## src/rtl/wall_pkg.sv

```systemverilog
// -----------------------------------------------------------------------------
// wall_pkg
// Shared definitions for the wall sprite controller: sprite geometry,
// texel type and the loader state encoding.
// -----------------------------------------------------------------------------
package wall_pkg;

    localparam int         SPRITE_W     = 15;
    localparam int         SPRITE_DEPTH = 225;
    localparam logic [7:0] LAST_ADDR    = 8'(SPRITE_DEPTH - 1);

    typedef logic [1:0] texel_t;

    typedef enum logic [1:0] {
        IDLE = 2'd0,
        LOAD = 2'd1,
        DONE = 2'd2
    } ld_state_t;

endpackage

```

## src/rtl/wall_addr_gen.sv

```systemverilog
// -----------------------------------------------------------------------------
// wall_addr_gen
// Maps a (col, row) texel coordinate to a linear sprite RAM address
// (row*15 + col) and flags coordinates outside the 15x15 sprite.
//
// Ports
//   col  in  4  texel column
//   row  in  4  texel row
//   addr out 8  linear address, 0 when out of range
//   oor  out 1  coordinate lies outside the sprite
// -----------------------------------------------------------------------------
module wall_addr_gen
    import wall_pkg::*;
(
    input  logic [3:0] col,
    input  logic [3:0] row,
    output logic [7:0] addr,
    output logic       oor
);

    logic [7:0] row_x15;

    assign oor = (col > 4'(SPRITE_W - 1)) || (row > 4'(SPRITE_W - 1));

    // row*15 as (row*16 - row); with row <= 14 the sum never exceeds 224.
    assign row_x15 = {row, 4'b0000} - {4'b0000, row};
    assign addr    = oor ? 8'd0 : (row_x15 + {4'b0000, col});

endmodule

```

## src/rtl/wall_sprite_ctrl.sv

```systemverilog
// -----------------------------------------------------------------------------
// wall_sprite_ctrl
// Sprite RAM controller: serves display texel reads with a fixed two-cycle
// latency and streams full-sprite reloads into the RAM, pausing while
// frame_lock is high.
//
// Build option: define WALL_BYPASS_EN to forward a write that hits the same
// address as a concurrent read into that read's result.
//
// Ports
//   Clk, Reset                  clock, async active-high reset
//   pix_req, pix_col, pix_row   texel read request
//   pix_valid, pix_data         read result, two cycles after the request
//   ld_start, frame_lock        reload start, write inhibit during video
//   ld_valid, ld_data, ld_ready loader stream handshake
//   ld_busy, ld_done            reload in progress, completion pulse
//   mem_we/waddr/wdata          RAM write port
//   mem_raddr/rdata             RAM read port (data one cycle after address)
//
// Loader states
//   state | meaning
//   IDLE  | waiting for ld_start
//   LOAD  | accepting beats, counter = next write address
//   DONE  | one-cycle ld_done pulse, then IDLE
// -----------------------------------------------------------------------------
module wall_sprite_ctrl
    import wall_pkg::*;
#(
    parameter texel_t OOR_TEXEL = 2'd0
) (
    input  logic       Clk,
    input  logic       Reset,
    input  logic       pix_req,
    input  logic [3:0] pix_col,
    input  logic [3:0] pix_row,
    output logic       pix_valid,
    output texel_t     pix_data,
    input  logic       ld_start,
    input  logic       frame_lock,
    input  logic       ld_valid,
    input  texel_t     ld_data,
    output logic       ld_ready,
    output logic       ld_busy,
    output logic       ld_done,
    output logic       mem_we,
    output logic [7:0] mem_waddr,
    output texel_t     mem_wdata,
    output logic [7:0] mem_raddr,
    input  texel_t     mem_rdata
);

    ld_state_t  state;
    logic [7:0] wr_cnt;
    logic       rd_oor;
    logic       req_q;
    logic       oor_q;
    texel_t     rd_texel;

    wall_addr_gen u_addr_gen (
        .col  (pix_col),
        .row  (pix_row),
        .addr (mem_raddr),
        .oor  (rd_oor)
    );

    // ------------------------------------------------------------------
    // Loader
    // ------------------------------------------------------------------
    assign ld_ready  = (state == LOAD) && !frame_lock;
    assign mem_we    = ld_valid && ld_ready;
    assign mem_waddr = wr_cnt;
    assign mem_wdata = ld_data;

    always_ff @(posedge Clk or posedge Reset) begin
        if (Reset) begin
            state   <= IDLE;
            wr_cnt  <= 8'd0;
            ld_busy <= 1'b0;
            ld_done <= 1'b0;
        end else begin
            case (state)
                IDLE: begin
                    if (ld_start) begin
                        state   <= LOAD;
                        wr_cnt  <= 8'd0;
                        ld_busy <= 1'b1;
                    end
                end
                LOAD: begin
                    if (mem_we) begin
                        // Counter parks on the last address; it never wraps.
                        if (wr_cnt == LAST_ADDR) begin
                            state   <= DONE;
                            ld_done <= 1'b1;
                        end else begin
                            wr_cnt <= wr_cnt + 8'd1;
                        end
                    end
                end
                DONE: begin
                    state   <= IDLE;
                    ld_busy <= 1'b0;
                    ld_done <= 1'b0;
                end
                default: begin
                    state   <= IDLE;
                    ld_busy <= 1'b0;
                    ld_done <= 1'b0;
                end
            endcase
        end
    end

    // ------------------------------------------------------------------
    // Read path: stage 1 lines up with the RAM read, stage 2 registers data
    // ------------------------------------------------------------------
`ifdef WALL_BYPASS_EN
    logic   byp_q;
    texel_t byp_data_q;

    always_ff @(posedge Clk or posedge Reset) begin
        if (Reset) begin
            byp_q      <= 1'b0;
            byp_data_q <= '0;
        end else begin
            byp_q      <= mem_we && (mem_waddr == mem_raddr);
            byp_data_q <= mem_wdata;
        end
    end

    assign rd_texel = byp_q ? byp_data_q : mem_rdata;
`else
    assign rd_texel = mem_rdata;
`endif

    always_ff @(posedge Clk or posedge Reset) begin
        if (Reset) begin
            req_q     <= 1'b0;
            oor_q     <= 1'b0;
            pix_valid <= 1'b0;
            pix_data  <= '0;
        end else begin
            req_q     <= pix_req;
            oor_q     <= rd_oor;
            pix_valid <= req_q;
            if (req_q) begin
                pix_data <= oor_q ? OOR_TEXEL : rd_texel;
            end
        end
    end

endmodule

```

## config.mk

```make
export PLATFORM = sky130hd
export DESIGN_NAME = wall_sprite_ctrl
export DESIGN_NICKNAME = d
export VERILOG_FILES = /design/src/rtl/wall_pkg.sv /design/src/rtl/wall_addr_gen.sv /design/src/rtl/wall_sprite_ctrl.sv
export SDC_FILE = /design/constraint.sdc
export NUM_CORES = 1
export LEC_CHECK = 0
export CAP_MARGIN = 10
export CORE_UTILIZATION = 35
export CTS_BUF_LIST = sky130_fd_sc_hd__clkbuf_8
export DETAILED_ROUTE_END_ITERATION = 16
export HOLD_SLACK_MARGIN = 0.06
export PLACE_DENSITY = 0.65
export SETUP_SLACK_MARGIN = 0.2
export SYNTH_ARGS = -nofsm -noshare
export SYNTH_HDL_FRONTEND = slang
export SYNTH_SLANG_ARGS = --single-unit
```

## constraint.sdc

```tcl
create_clock -name Clk -period 2.7 [get_ports Clk]
set_input_delay 0.54 -clock Clk [delete_from_list [all_inputs] [get_ports Clk]]
set_output_delay 0.54 -clock Clk [all_outputs]
set_load 0.02 [all_outputs]
```

Word-level counts from Yosys, hierarchy flattened

Index checks and enable logic that the tools add are counted.

Flip-flop bits (word level): 17
Input bits: 18
Logic and storage cells: 46
Output and inout port bits: 25

$add $sub $neg: 3
Bitwise logic cells: 2
Order comparisons: 2
Reductions and logical operators: 10
Equality and inequality tests: 6
Muxes and demuxes: 15

Operators by type and width:

| cell                                                  | count |
|---|---|
| 2-to-1 mux 8 bit                                      | 4 |
| case mux 8 bit (2 select lines)                       | 1 |
| adder 8 x 1 -> 8 bit (second input constant)          | 1 |
| adder 8 x 4 -> 8 bit                                  | 1 |
| == test 8 bit (second input constant)                 | 1 |
| greater-than comparator 4 bit (second input constant) | 2 |
| 2-to-1 mux 2 bit                                      | 4 |
| subtractor 8 x 4 -> 8 bit                             | 1 |
| != test 2 bit (second input constant)                 | 3 |
| AND reduction 3 bit                                   | 2 |
| case mux 1 bit (2 select lines)                       | 2 |
| case mux 2 bit (2 select lines)                       | 1 |
| AND reduction 4 bit                                   | 1 |
| 2-to-1 mux 1 bit                                      | 3 |
| == test 2 x 1 -> 1 bit (second input constant)        | 1 |
| logical AND 1 bit                                     | 2 |
| logical NOT 2 bit                                     | 1 |
| != test 2 x 1 -> 1 bit (second input constant)        | 1 |
| inverter 1 bit                                        | 2 |
| AND reduction 2 bit                                   | 1 |
| nonzero test 2 bit                                    | 1 |
| logical NOT 1 bit                                     | 1 |
| logical OR 1 bit                                      | 1 |

Depth between registers and ports, before layout

Gate-level depths: netlist of run 1.

Depth in word-level cells: 5
Depth in mapped cells: 8
Depth with buffers taken out: 8

Modules after synthesis

Synthesis of run 1 repeated with hierarchy kept, for this count alone.

Cells, all modules: 115
Area, all modules: 1144.8 sq um

By module, submodules not included:

| module           | seq. area each (sq um) | area each (sq um) | cells an instance | instances |
|---|---|---|---|---|
| wall_sprite_ctrl | 425.4                  | 834.6             | 76                | 1 |
| wall_addr_gen    | 0.0                    | 310.3             | 39                | 1 |

Worst setup path before layout of run 1

No wires, ideal clock.

Path kind: input to output
Start: input port pix_row[1]
End: output port mem_raddr[5]
Path slack: 0.146 ns
Stages: 6
Data required time: 2.160 ns
Arrival: 2.014 ns
Cell sequence: inv_1 ha_1 nor2b_1 o31a_1 or4_1 a21oi_1

Cells in the longest elaborated chain, start to end: 3
Elaborated cells on any way between the ends: 5
Classes of those cells: add/sub: 2; order compare: 1; mux: 1; reduce/logical: 1

Ends and longest elaborated chain:

| item                                                                       | line                                     | RTL |
|---|---|---|
| start: declaration                                                         | wall_sprite_ctrl.sv:35                   | `input logic [3:0] pix_row,` |
| subtractor 8 x 4 -> 8 bit or greater-than comparator 4 bit (tied branches) | wall_addr_gen.sv:26, wall_addr_gen.sv:23 |  |
| adder 8 x 4 -> 8 bit or logical OR 1 bit (tied branches)                   | wall_addr_gen.sv:27, wall_addr_gen.sv:23 |  |
| 2-to-1 mux 8 bit (*)                                                       | wall_addr_gen.sv:27                      | `assign addr = oor ? 8'd0 : (row_x15 + {4'b0000, col});` |
| end: declaration                                                           | wall_sprite_ctrl.sv:48                   | `output logic [7:0] mem_raddr,` |

Every way passes the cells marked *; elsewhere a longest branch is shown, timed or not.

Worst setup path after layout of run 1

Start: input port pix_row[3]
End: output port mem_raddr[7]

Same word-level chain as after synthesis.

==> results of run 1 <==
==> cell families (layout without fill, tap and decap cells) <==
kind of cell | Yosys count | in the layout
AND/OR/NAND/NOR | 40 | 40
AO/OA/AOI/OAI | 32 | 32
flip-flops | 17 | 17
buffers and inverters | 14 | 73
adder cells (fa/ha/maj) | 8 | 8
XOR/XNOR | 3 | 3
multiplexers | 2 | 2
==> power breakdown <==
part,switching (uW),internal [uW]
clock,84.3,101
combinational,211,201
sequential,54.7,289
==> cell type report <==
cell class	count	area, um^2
Multi-Input combinational cell	85	702
Clock buffer	3	41.3
Tap cell	31	38.8
Clock inverter	1	3.75
Timing Repair Buffer	57	507
Sequential cell	17	425
Fill cell	248	1080
Inverter	12	50.0
==> how the worst max path moves through the flow <==
stage	slack [ns]	to	cells after the start
finish	0.10	mem_raddr[7]	7
global route	0.03	mem_raddr[4]	11
CTS	0.08	mem_raddr[7]	8
detailed placement	-0.74	mem_raddr[5]	8
global placement	-0.72	mem_raddr[5]	8
floorplan	0.23	mem_raddr[5]	6
==> synth_stat cells, drive strengths merged (2+ instances only) <==
master	number
dfrtp	17
inv	12
nor2	9
o21ai	8
ha	7
nand2	6
a21oi	5
nor2b	4
o22a	4
a31oi	3
and3	3
nand2b	3
nand3	3
nand4	3
o31ai	3
xnor2	3
a41oi	2
buf	2
mux2i	2
nor3	2
o21a	2
or4	2
==> cell usage in the layout (no fill, tap or decap), drive strengths merged, types with 3 or more instances in the layout <==
cell type	Yosys	routed
a21oi	5	5
buf	2	30
nand2	6	6
o21ai	8	8
o22a	4	4
inv	12	13
nand3	3	3
ha	7	7
o31ai	3	3
clkdlybuf4s50	0	21
and3	3	3
nand2b	3	3
nand4	3	3
clkbuf	0	4
clkdlybuf4s15	0	3
dfrtp	17	17
nor2b	4	4
a31oi	3	3
nor2	9	9
xnor2	3	3
==> state kept, by name, indices dropped and copies added (netlist names) <==
signal	cells
state	2
mem_waddr	8
pix_valid	1
pix_data	2
ld_busy	1
oor_q	1
req_q	1
ld_done	1
==> per-layer routing <==
| metal | share of wire | up-vias |
|---|---|---|
| met1 | 0.41 | 543 |
| met5 | 0 | - |
| met2 | 0.53 | 31 |
| met3 | 0.040 | 8 |
| met4 | 0.020 | 0 |
| li1 | - | 537 |
==> metrics by stage <==
stage / instance area, um^2 / hold slack, ns / TNS [ns] / util / setup WS (ns)
floorplan: 1100 / 0.409 / 0 / - / 0.235
finish: 1770 / 0.448 / 0 / 0.620 / 0.103
CTS: 1730 / 0.449 / 0 / 0.606 / 0.0837
detailed placement: 1620 / 0.441 / -4.07 / 0.567 / -0.740
global route: 1770 / 0.471 / 0 / 0.620 / 0.0305
global placement: 1620 / 0.424 / -4.04 / 0.567 / -0.721
==> timing repair <==
item	4_1_cts	5_1_grt
hold endpoints to repair	0	0
gates resized for setup	73	18
buffers inserted	3	1
endpoints found under the setup margin	9	6
pin swaps	13	12
==> worst max-delay path, cell delays in order <==
cell             delay (ns)
clkdlybuf4s15_1        0.20
inv_2                  0.06
ha_4                   0.15
or3_4                  0.33
or4_4                  0.49
a21oi_2                0.14
buf_4                  0.14
==> metrics, run 1 <==
post-synthesis compound-gate area fraction 0.212; Post-Synth Adder-Cell Area 0.0985; total die area 0.00335 mm^2; total gr overflow 0; die height 57.9 um; Core ar. 0.00285 mm^2; Row Count 19; initial antenna violation count 0; worst skew pair latency 0.25 ns; Post-Synthesis Cells 116; FF-to-FF setup slack around 0.96 ns; Synth Area in XOR/XNOR 0.0241; HP Class flip-flop to flip-flop; register area share after synthesis 0.389; CP max FO 2; required time of the critical path about 2.2 ns; Mapped Avg Cell Area approximately 9.4 um^2; reg2reg start mem_waddr[0]$_DFFE_PP0P_; power per cell area 532 mW/mm^2; Synth area leader dfrtp_1; status complete, but fails checks; max-cap viol count 0; synth unique cells 35; chip width 57.9 um; M2 GR Usage 0.345; Fmax 385 MHz; synthesized flop and latch total 17; # IOs 43; final WL about 3000 um; Synth-to-Final Area Change 61.9%; Synth warnings 0; Tmin final 2.60 ns; post-synthesis mux area share 0.0183; Pre-antenna DRT Iters 12; VDD IR max approximately 260 uV; H-tree levels 1; DR DRC count 1; gpl congestion 0.856; Critical Path Start pix_row[3]; Synth area leaders dfrtp_1, ha_1, inv_1; final setup violating endpoints 0; diode count 0; Global Route Usage Sum 0.186; hold path endpoint pix_data[0]$_DFFE_PP0P_; kind of critical path input port to output port; DP Cell Count roughly 200; CTS Buf Count 3; asr flop ratio synth 1.00; pin count of the biggest net entering global routing 18; DR vias 1119; Synth Area in Simple Gates 0.203; clock skew between 0.01 and 0.015 ns; post-synthesis net count 142; Cell Area, Synth 0.00109 mm^2; r2r endpoint state[0]$_DFFE_PP0P_; Initial Util 0.383; RSZ-0062 raised after global routing true; GR Layer Usage met1 0.213; HP Start oor_q$_DFF_PP0_; Final Hold Viols 0; Relative slew margins 0.572; reg2reg path depth 6; busiest grt layer met2; largest family of logic cells by synthesized area compound AO/OA/AOI/OAI gates; clock-pin slew on the worst setup and hold paths 0.06 ns; fin crit share 0.962; 1st-iter DRT viols 48; startpoint class of the critical path input port; nets@finish just over 200; post-DP HPWL 2160 um; worst-margin pin slew 0.642 ns; Overall Power 940 uW; clock sinks 17; global-route wire length before repair 4840 um; Final ANT Viol Nets 0; Most used DFF post-synth dfrtp_1; CTS tree yes; failing checks design-rule violations; CTS Hold Bufs 0; Post-Layout Cell Count between 200 and 250; Post-synth EDFFs 0; Min-Delay Path Depth 1; pins over their slew limit 0; CTS root buf clkbuf_8; share of the synthesized area in the top cell type 0.389; Critical Path AT 2.06 ns; share of cells above drive strength 1 0.331; CTS Buffer Depth 2; M3 GR Usage 0.0313; Vias/cell between 5 and 6; Crit. End Element output port; drt wl/cell ~14 um; input/output buffers 38; vias in the first global route ~1.1k; Pleak 0.000786 uW
Power figures use the tool's default switching activity.
==> run 2: changes to the inputs <==
--- a/config.mk
+++ b/config.mk
@@ -9,7 +9,7 @@
 export CORE_UTILIZATION = 35
 export CTS_BUF_LIST = sky130_fd_sc_hd__clkbuf_8
 export DETAILED_ROUTE_END_ITERATION = 16
-export HOLD_SLACK_MARGIN = 0.06
+export HOLD_SLACK_MARGIN = 0.03
 export PLACE_DENSITY = 0.65
 export SETUP_SLACK_MARGIN = 0.2
 export SYNTH_ARGS = -nofsm -noshare
==> results of run 2 <==
Same layout as run 1: the final DEF is identical, and so are final timing and power.
